## config.mk

```make
export PLATFORM = sky130hd
export DESIGN_NAME = fetch_unit_flat
export DESIGN_NICKNAME = d
export VERILOG_FILES = /design/src/rtl/fetch_pkg.sv /design/src/rtl/fetch_unit_if.sv /design/src/rtl/ret_stack.sv /design/src/rtl/fetch_unit.sv /design/src/flat_wrapper.sv
export SDC_FILE = /design/constraint.sdc
export NUM_CORES = 1
export LEC_CHECK = 0
export ABC_CLOCK_PERIOD_IN_PS = 4400
export BUFFER_PORTS_ARGS = -buffer_cell sky130_fd_sc_hd__buf_4
export CAP_MARGIN = 20
export CORE_ASPECT_RATIO = 1.4
export CORE_UTILIZATION = 38
export DETAILED_ROUTE_END_ITERATION = 8
export PLACE_DENSITY = 0.56
export SYNTH_ARGS = -nofsm -noshare
export SYNTH_HDL_FRONTEND = slang
export SYNTH_SLANG_ARGS = --single-unit
export TNS_END_PERCENT = 30
```

## constraint.sdc

```tcl
create_clock -name CLK -period 4.4 [get_ports CLK]
set_input_delay 0.66 -clock CLK [delete_from_list [all_inputs] [get_ports CLK]]
set_output_delay 0.66 -clock CLK [all_outputs]
set_load 0.01 [all_outputs]
```

## src/rtl/fetch_pkg.sv

```systemverilog
// rtl/fetch_pkg.sv - shared types and default widths for the fetch stage
package fetch_pkg;
  localparam int DEF_PC_W      = 8;
  localparam int DEF_OFF_W     = 6;
  localparam int DEF_RAS_DEPTH = 4;
  localparam int DEF_CNT_W     = 16;

  typedef enum logic [1:0] {
    SEQ  = 2'd0,
    REL  = 2'd1,
    ABS  = 2'd2,
    RSVD = 2'd3
  } br_mode_t;

  typedef enum logic [1:0] {
    IDLE = 2'd0,
    RUN  = 2'd1,
    DONE = 2'd2
  } state_t;
endpackage

```

## src/rtl/fetch_unit_if.sv

```systemverilog
// rtl/fetch_unit_if.sv - control inputs and status outputs of the fetch stage
interface fetch_unit_if
  import fetch_pkg::*;
#(
  parameter int PC_W  = DEF_PC_W,
  parameter int OFF_W = DEF_OFF_W,
  parameter int CNT_W = DEF_CNT_W
);
  logic             Start;
  logic [PC_W-1:0]  Start_Addr;
  logic             Stall;
  logic             BrTaken;
  br_mode_t         BrMode;
  logic [OFF_W-1:0] Offset;
  logic [PC_W-1:0]  Target;
  logic             Call;
  logic             Ret;
  logic             Halt;
  logic [PC_W-1:0]  PC;
  logic             Done;
  logic [CNT_W-1:0] InstrCount;
  logic             RasOverflow;
  logic             RasUnderflow;

  modport master (
    output Start, Start_Addr, Stall, BrTaken, BrMode, Offset, Target, Call, Ret, Halt,
    input  PC, Done, InstrCount, RasOverflow, RasUnderflow
  );

  modport slave (
    input  Start, Start_Addr, Stall, BrTaken, BrMode, Offset, Target, Call, Ret, Halt,
    output PC, Done, InstrCount, RasOverflow, RasUnderflow
  );
endinterface

```

## src/rtl/ret_stack.sv

```systemverilog
// rtl/ret_stack.sv - bounded return-address stack; pop has priority over push
module ret_stack #(
  parameter int DEPTH = 4,
  parameter int W     = 8
) (
  input  logic         CLK,
  input  logic         Reset,
  input  logic         Clear,
  input  logic         Push,
  input  logic         Pop,
  input  logic [W-1:0] PushData,
  output logic         Full,
  output logic         Empty,
  output logic [W-1:0] Top
);
  localparam int PTR_W = $clog2(DEPTH + 1);
  localparam int IDX_W = (DEPTH > 1) ? $clog2(DEPTH) : 1;

  logic [W-1:0]     mem [DEPTH];
  logic [PTR_W-1:0] ptr;
  logic [PTR_W-1:0] topIdx;

  assign Full   = (ptr == PTR_W'(DEPTH));
  assign Empty  = (ptr == '0);
  assign topIdx = ptr - PTR_W'(1);
  assign Top    = Empty ? '0 : mem[topIdx[IDX_W-1:0]];

  always_ff @(posedge CLK) begin
    if (Reset || Clear) begin
      ptr <= '0;
    end else if (Pop && !Empty) begin
      ptr <= topIdx;
    end else if (Push && !Full) begin
      mem[ptr[IDX_W-1:0]] <= PushData;
      ptr                 <= ptr + PTR_W'(1);
    end
  end
endmodule

```

## src/rtl/fetch_unit.sv

```systemverilog
// rtl/fetch_unit.sv - program counter, next-PC select, return stack and retire counter
module fetch_unit
  import fetch_pkg::*;
#(
  parameter int PC_W      = DEF_PC_W,
  parameter int OFF_W     = DEF_OFF_W,
  parameter int RAS_DEPTH = DEF_RAS_DEPTH,
  parameter int CNT_W     = DEF_CNT_W
) (
  input logic         CLK,
  input logic         Reset,
  fetch_unit_if.slave bus
);
  state_t           state, stateNext;
  logic [PC_W-1:0]  pcQ, pcNext, pcInc, relOff, rasTop;
  logic [CNT_W-1:0] cntQ, cntNext;
  logic             doneQ, doneNext;
  logic             ovfQ, ovfNext;
  logic             unfQ, unfNext;
  logic             rasPush, rasPop, rasClear, rasFull, rasEmpty;
  logic             advance;

  assign pcInc   = pcQ + PC_W'(1);
  assign relOff  = PC_W'($signed(bus.Offset));
  assign advance = (state == RUN) && !bus.Stall && !bus.Start;

  ret_stack #(
    .DEPTH(RAS_DEPTH),
    .W    (PC_W)
  ) u_ret_stack (
    .CLK     (CLK),
    .Reset   (Reset),
    .Clear   (rasClear),
    .Push    (rasPush),
    .Pop     (rasPop),
    .PushData(pcInc),
    .Full    (rasFull),
    .Empty   (rasEmpty),
    .Top     (rasTop)
  );

  always_comb begin
    stateNext = state;
    pcNext    = pcQ;
    cntNext   = cntQ;
    doneNext  = doneQ;
    ovfNext   = ovfQ;
    unfNext   = unfQ;
    rasPush   = 1'b0;
    rasPop    = 1'b0;
    rasClear  = 1'b0;

    if (bus.Start) begin
      stateNext = RUN;
      pcNext    = bus.Start_Addr;
      cntNext   = '0;
      doneNext  = 1'b0;
      ovfNext   = 1'b0;
      unfNext   = 1'b0;
      rasClear  = 1'b1;
    end else if (advance) begin
      if (cntQ != '1) cntNext = cntQ + CNT_W'(1);
      if (bus.Halt) begin
        stateNext = DONE;
        doneNext  = 1'b1;
      end else if (bus.Ret) begin
        // An empty-stack return falls through to the next instruction.
        if (rasEmpty) begin
          unfNext = 1'b1;
          pcNext  = pcInc;
        end else begin
          rasPop = 1'b1;
          pcNext = rasTop;
        end
      end else if (bus.Call) begin
        if (rasFull) ovfNext = 1'b1;
        else         rasPush = 1'b1;
        pcNext = bus.Target;
      end else if (bus.BrTaken && bus.BrMode == REL) begin
        pcNext = pcQ + relOff;
      end else if (bus.BrTaken && bus.BrMode == ABS) begin
        pcNext = bus.Target;
      end else begin
        pcNext = pcInc;
      end
    end
  end

  always_ff @(posedge CLK) begin
    if (Reset) begin
      state <= IDLE;
      pcQ   <= '0;
      cntQ  <= '0;
      doneQ <= 1'b0;
      ovfQ  <= 1'b0;
      unfQ  <= 1'b0;
    end else begin
      state <= stateNext;
      pcQ   <= pcNext;
      cntQ  <= cntNext;
      doneQ <= doneNext;
      ovfQ  <= ovfNext;
      unfQ  <= unfNext;
    end
  end

  assign bus.PC           = pcQ;
  assign bus.Done         = doneQ;
  assign bus.InstrCount   = cntQ;
  assign bus.RasOverflow  = ovfQ;
  assign bus.RasUnderflow = unfQ;
endmodule

```

## src/flat_wrapper.sv

```systemverilog
// flat-port wrapper written by rule: the top's interface ports become plain ports
module fetch_unit_flat import fetch_pkg::*;
#(
  parameter int PC_W      = DEF_PC_W,
  parameter int OFF_W     = DEF_OFF_W,
  parameter int RAS_DEPTH = DEF_RAS_DEPTH,
  parameter int CNT_W     = DEF_CNT_W
)
  (CLK, Reset, bus_Start, bus_Start_Addr, bus_Stall, bus_BrTaken, bus_BrMode, bus_Offset, bus_Target, bus_Call, bus_Ret, bus_Halt, bus_PC, bus_Done, bus_InstrCount, bus_RasOverflow, bus_RasUnderflow);
  fetch_unit_if #(.PC_W(PC_W), .OFF_W(OFF_W), .CNT_W(CNT_W)) bus_i ();
  input logic CLK;
  input logic Reset;
  input wire logic [$bits(bus_i.Start)-1:0] bus_Start;
  input wire logic [$bits(bus_i.Start_Addr)-1:0] bus_Start_Addr;
  input wire logic [$bits(bus_i.Stall)-1:0] bus_Stall;
  input wire logic [$bits(bus_i.BrTaken)-1:0] bus_BrTaken;
  input wire logic [$bits(bus_i.BrMode)-1:0] bus_BrMode;
  input wire logic [$bits(bus_i.Offset)-1:0] bus_Offset;
  input wire logic [$bits(bus_i.Target)-1:0] bus_Target;
  input wire logic [$bits(bus_i.Call)-1:0] bus_Call;
  input wire logic [$bits(bus_i.Ret)-1:0] bus_Ret;
  input wire logic [$bits(bus_i.Halt)-1:0] bus_Halt;
  output wire logic [$bits(bus_i.PC)-1:0] bus_PC;
  output wire logic [$bits(bus_i.Done)-1:0] bus_Done;
  output wire logic [$bits(bus_i.InstrCount)-1:0] bus_InstrCount;
  output wire logic [$bits(bus_i.RasOverflow)-1:0] bus_RasOverflow;
  output wire logic [$bits(bus_i.RasUnderflow)-1:0] bus_RasUnderflow;
  assign bus_i.Start = bus_Start;
  assign bus_i.Start_Addr = bus_Start_Addr;
  assign bus_i.Stall = bus_Stall;
  assign bus_i.BrTaken = bus_BrTaken;
  assign bus_i.BrMode = bus_BrMode;
  assign bus_i.Offset = bus_Offset;
  assign bus_i.Target = bus_Target;
  assign bus_i.Call = bus_Call;
  assign bus_i.Ret = bus_Ret;
  assign bus_i.Halt = bus_Halt;
  assign bus_PC = bus_i.PC;
  assign bus_Done = bus_i.Done;
  assign bus_InstrCount = bus_i.InstrCount;
  assign bus_RasOverflow = bus_i.RasOverflow;
  assign bus_RasUnderflow = bus_i.RasUnderflow;
  fetch_unit #(.PC_W(PC_W), .OFF_W(OFF_W), .RAS_DEPTH(RAS_DEPTH), .CNT_W(CNT_W)) u_core (.CLK(CLK), .Reset(Reset), .bus(bus_i));
endmodule
```

After elaboration in Yosys (flattened, before gate mapping)
Memories as Yosys holds them, arrays and structs flattened.
Cells that the tools add are included.
Operators by class
  mux-type cells: 29
  bitwise operators: 2
  reduce and logical (&&, ||, !) cells: 22
  $add $sub $neg: 5
  equality and inequality tests: 6
Operators with widths (number)
  2-to-1 mux 8 bit: 8
  2-to-1 mux 1 bit: 19
  adder 16 x 1 -> 16 bit (second input constant): 1
  != test 16 bit (second input constant): 1
  adder 8 x 1 -> 8 bit (second input constant): 1
  adder 8 bit: 1
  AND reduction 2 bit: 4
  logical AND 1 bit: 6
  2-to-1 mux 3 bit: 2
  nonzero test 2 bit: 3
  AND reduction 5 bit: 1
  equality test 2 x 1 -> 1 bit (second input constant): 2
  zero test 1 bit: 4
  AND reduction 4 bit: 1
  adder 3 x 1 -> 3 bit (second input constant): 1
  equality test 3 bit (second input constant): 1
  zero test 3 bit: 1
  subtractor 3 x 1 -> 3 bit (second input constant): 1
  equality test 2 bit (second input constant): 1
  != test 2 bit (second input constant): 1
  NOT 1 bit: 2
  OR reduction 2 bit: 1
  logical OR 1 bit: 1
Storage, ports and cells
  memories: 1
  bits in registers: 31
  input port bits: 32
  output and inout port bits: 27
  bits in writable memories: 32
Memories
  u_core.u_ret_stack.mem: depth 4, bits a word 8, rd ports 1, clocked after Yosys merged registers in 0, write ports 1, RTL line ret_stack.sv:19  | logic [W-1:0] mem [DEPTH];

Logic depth before layout (Yosys ltp)
  word-level depth: 12
  mapped depth: 9

By module
Synthesis repeated with hierarchy kept, for this count alone.
Second synthesis, totals
  cells, all modules: 382
  area total of the unflattened synthesis: 3831.2 sq um
By module, submodules not included
  fetch_unit: instances 1, sequential area each 560.5 sq um, cells each 292, area each 2303.5 sq um
  ret_stack: instances 1, sequential area each 1021.0 sq um, cells each 90, area each 1527.7 sq um

Worst setup path before layout
Ideal clock, no wire load.
  path type: input port to flip-flop
  start: in bus_Start
  end: mem u_core.u_ret_stack.mem[0][0], enable pin
  path slack: 2.049 ns
  data arrival time: 2.019 ns
  stages on the path: 4
  buffers on the path: 0
  library setup time: 0.332 ns
  cell sequence: or4b_4 -> nor3_2 -> and3_1 -> and3_1
On the way
  cells in the longest elaborated chain, start to end: 9
  elaborated cells between the ends (all ways): 14
  those cells by class: mux: 9; reduce/logical: 5
RTL lines
  start: declaration: RTL line flat_wrapper.sv:13  | input wire logic [$bits(bus_i.Start)-1:0] bus_Start;
  zero test 1 bit: RTL line fetch_unit.sv:25  | assign advance = (state == RUN) && !bus.Stall && !bus.Start;
  logical AND 1 bit: RTL line fetch_unit.sv:25
  2-to-1 mux 1 bit: RTL line fetch_unit.sv:61  | end else if (advance) begin
  2-to-1 mux 1 bit: RTL line fetch_unit.sv:53  | if (bus.Start) begin
  logical AND 1 bit: RTL line ret_stack.sv:33  | end else if (Push && !Full) begin
  2-to-1 mux 1 bit: RTL line ret_stack.sv:33
  2-to-1 mux 1 bit: RTL line ret_stack.sv:31  | end else if (Pop && !Empty) begin
  2-to-1 mux 1 bit *: RTL line ret_stack.sv:29  | if (Reset || Clear) begin
  2-to-1 mux 1 bit (implied by the code) *: RTL line ret_stack.sv:34  | mem[ptr[IDX_W-1:0]] <= PushData;
  end: declaration: RTL line ret_stack.sv:19
Mark *: on every way between the ends. The rest lies on a longest branch, timed or not.

Final worst setup path
  start: in bus_Start
  end: mem u_core.u_ret_stack.mem[3][3], enable pin
The elaborated chain is that of the path after synthesis.

==> metrics.cfg <==
[outcome]
status = finished with violations
violations = DRC

[place]
io_buffers = 58
dpl_cell_area_um2 = 4070
hpwl_um = 6810
place_congestion = 0.888

[sta]
post-route-period-util = 0.592
fmax_mhz = 384
hold_ws_ps = 502
rsz0062_at_grt = false
setup_tns_ps = 0
slew_viol_final = 0
slew_headroom = 0.499
setup_violations = 0
tightest_slew_ps = 745
finalCriticalPeriod_ps = 2600
clock_skew_ps = 5.05
hold_viol = 0

[worst_setup_path]
critPathLaunch = bus_Start
crit_top_cell = and3_1
cp-start-kind = input pin
end_kind = register
cp_slowest_stage_delay_ps = 580
criticalPathCategory = in -> reg
slowest_stage = or4b_4
critPathArrivalTime_ps = 2590
r2r_start = u_core.bus.PC[0]
critPathMaxFanout = 23
cp_cell_sequence = buf_4 -> or4b_4 -> nor3_2 -> and3_1 -> and3_1
worstPathRequired_ps = 4380

[power_and_ir_drop]
powerDensity_nw_per_um2 = 362
power_mw = 1.60
peakVddDrop_uv = 202
cellLeakagePower_nw = 1.68

[global_route]
track_usage = 0.196
grt_pass1_vias = 2803
grt_max_degree = 24
overflow = 0
antenna_found_initial = 0
grt_pass1_wl_um = 14500

[floorplan]
fp.dieW_um = 83.9
die_h_um = 117
start_util = 0.393
ioPinCount = 59
die_area_um2 = 9780
coreArea_um2 = 9080
row_count = 41

[yosys]
avgSynthCellArea_um2 = 10.0
synthArstFlopShare = 0
ys_seq_elements = 63
seq_area_frac_synth = 0.444
synth_cell_types = 60
synth_edf_count = 32
postSynthCellCount = 356
ys_top_cells_by_area = edfxtp_1, dfxtp_1, mux4_2
synth_top_cell_area_share = 0.270
yosys_warnings = 0
netlist_area_um2 = 3560
syn-num-nets = 403
synth_top_area_cell = edfxtp_1
synthFlopType = edfxtp_1

[final_layout]
syn2layout_area_growth_pct = 23.8
multiInputGateArea_um2 = 1860
postLayoutCoreUtil = 0.486
fillers = 856
drive_above_1_share = 0.229
final_nets = 456
seq_area_um2 = 1580
mostFrequentLayoutCell = buf_4
diodes = 0
design_area_um2 = 4410
final_cell_mix = buf_4, nor2_1, nand2_1

[worst_hold_path]
min-delay-start = u_core.bus.RasUnderflow
hp-class = reg -> reg

[clock_tree]
clock-root-buffer = clkbuf_16
cts_tree = done
cts_resized = 0
htreeDepth = 3
clock_path_buffers = 2
clk_pin_slew_ps = 50
clock_sinks = 63
hold_buffers = 0
post_cts_buffers = 0
insertion_delay_ps = 330
cts_buffers = 9

[flow_run]
drv_cap = 0

[detailed_routing]
first_pass_iters = 7
ant_nets = 0
drc_errors = 1
wl_per_cell_um = 17.5
wirelength_um = 9110
vias_per_cell = 5.64
drtIter0Drc = 128
routed-via-count = 2938

-- worst max-delay path, delay by kind of cell --
kind	cells	cell delay, ps
buf+inv	1	190
simple gates	4	1730
-- metrics by stage --
| step | std cells | setup slack (ps) |
|---|---|---|
| after floorplan | 356 | 2050 |
| after global placement | 505 | 1520 |
| after detailed placement | 505 | 1460 |
| after CTS | 521 | 1810 |
| after global routing | 521 | 1610 |
| final | 521 | 1800 |
-- power by group --
group          leakage (nW)  switching [mW]  internal (mW)  total [mW]
registers             0.542          0.0123          0.625       0.638
clock network         0.160           0.256          0.552       0.808
logic                 0.980          0.0843         0.0677       0.152
total                  1.68           0.352           1.25        1.60
-- kinds of logic after synthesis --
logic type	after synthesis	share of synthesized area
muxes	10	0.0565
AOI/OAI and AO/OA	77	0.160
and+or+nand+nor	136	0.194
buffers and inverters	32	0.0347
xor gates and xnor gates	23	0.0565
adders and majority gates	15	0.0548
DFF	63	0.444
-- layout make-up --
class / count / area share
Sequential cell: 63 / 0.358
Tap cell: 107 / 0.0303
Timing Repair Buffer: 59 / 0.100
Inverter: 15 / 0.0128
Clock inverter: 6 / 0.0250
Clock buffer: 10 / 0.0519
Multi-Input combinational cell: 261 / 0.421
-- worst paths after layout --
kind	depth (start not counted)	slack, ps	endpoint
setup / recovery	5	1800	u_core.u_ret_stack.mem[3][3]
hold / removal	2	500	u_core.bus.RasUnderflow
setup reg to reg	6	1860	u_core.bus.PC[2]
hold reg to reg	2	500	u_core.bus.RasUnderflow
-- sequential cells by signal (all words and copies together) (netlist names) --
name / count
u_core.bus.RasOverflow: 1
u_core.state: 2
u_core.bus.PC: 8
u_core.bus.InstrCount: 16
u_core.u_ret_stack.ptr: 3
u_core.u_ret_stack.mem: 32
u_core.bus.RasUnderflow: 1
-- metal layers --
metal | vias to the layer above | global-route usage | wire [um]
li1 | 1440 | - | -
met1 | 1400 | 0.257 | 4250
met2 | 82 | 0.311 | 4270
met3 | 16 | 0.0424 | 356
met4 | 0 | 0.0897 | 233
met5 | - | 0 | 0
-- cells in the mapped netlist (all sizes together) (3+ instances only) --
master	instances
a2111oi	4
a211oi	4
a21o	3
a21oi	19
a221o	3
a22oi	3
a31oi	5
and3	7
and4	4
buf	3
clkbuf	14
dfxtp	31
edfxtp	32
ha	14
inv	15
mux4	8
nand2	33
nand2b	3
nand3	16
nand4	3
nor2	38
nor3	10
o211ai	3
o21ai	8
or2	4
or3	5
xnor2	10
xor2	13
(Power assumes the default switching activity.)
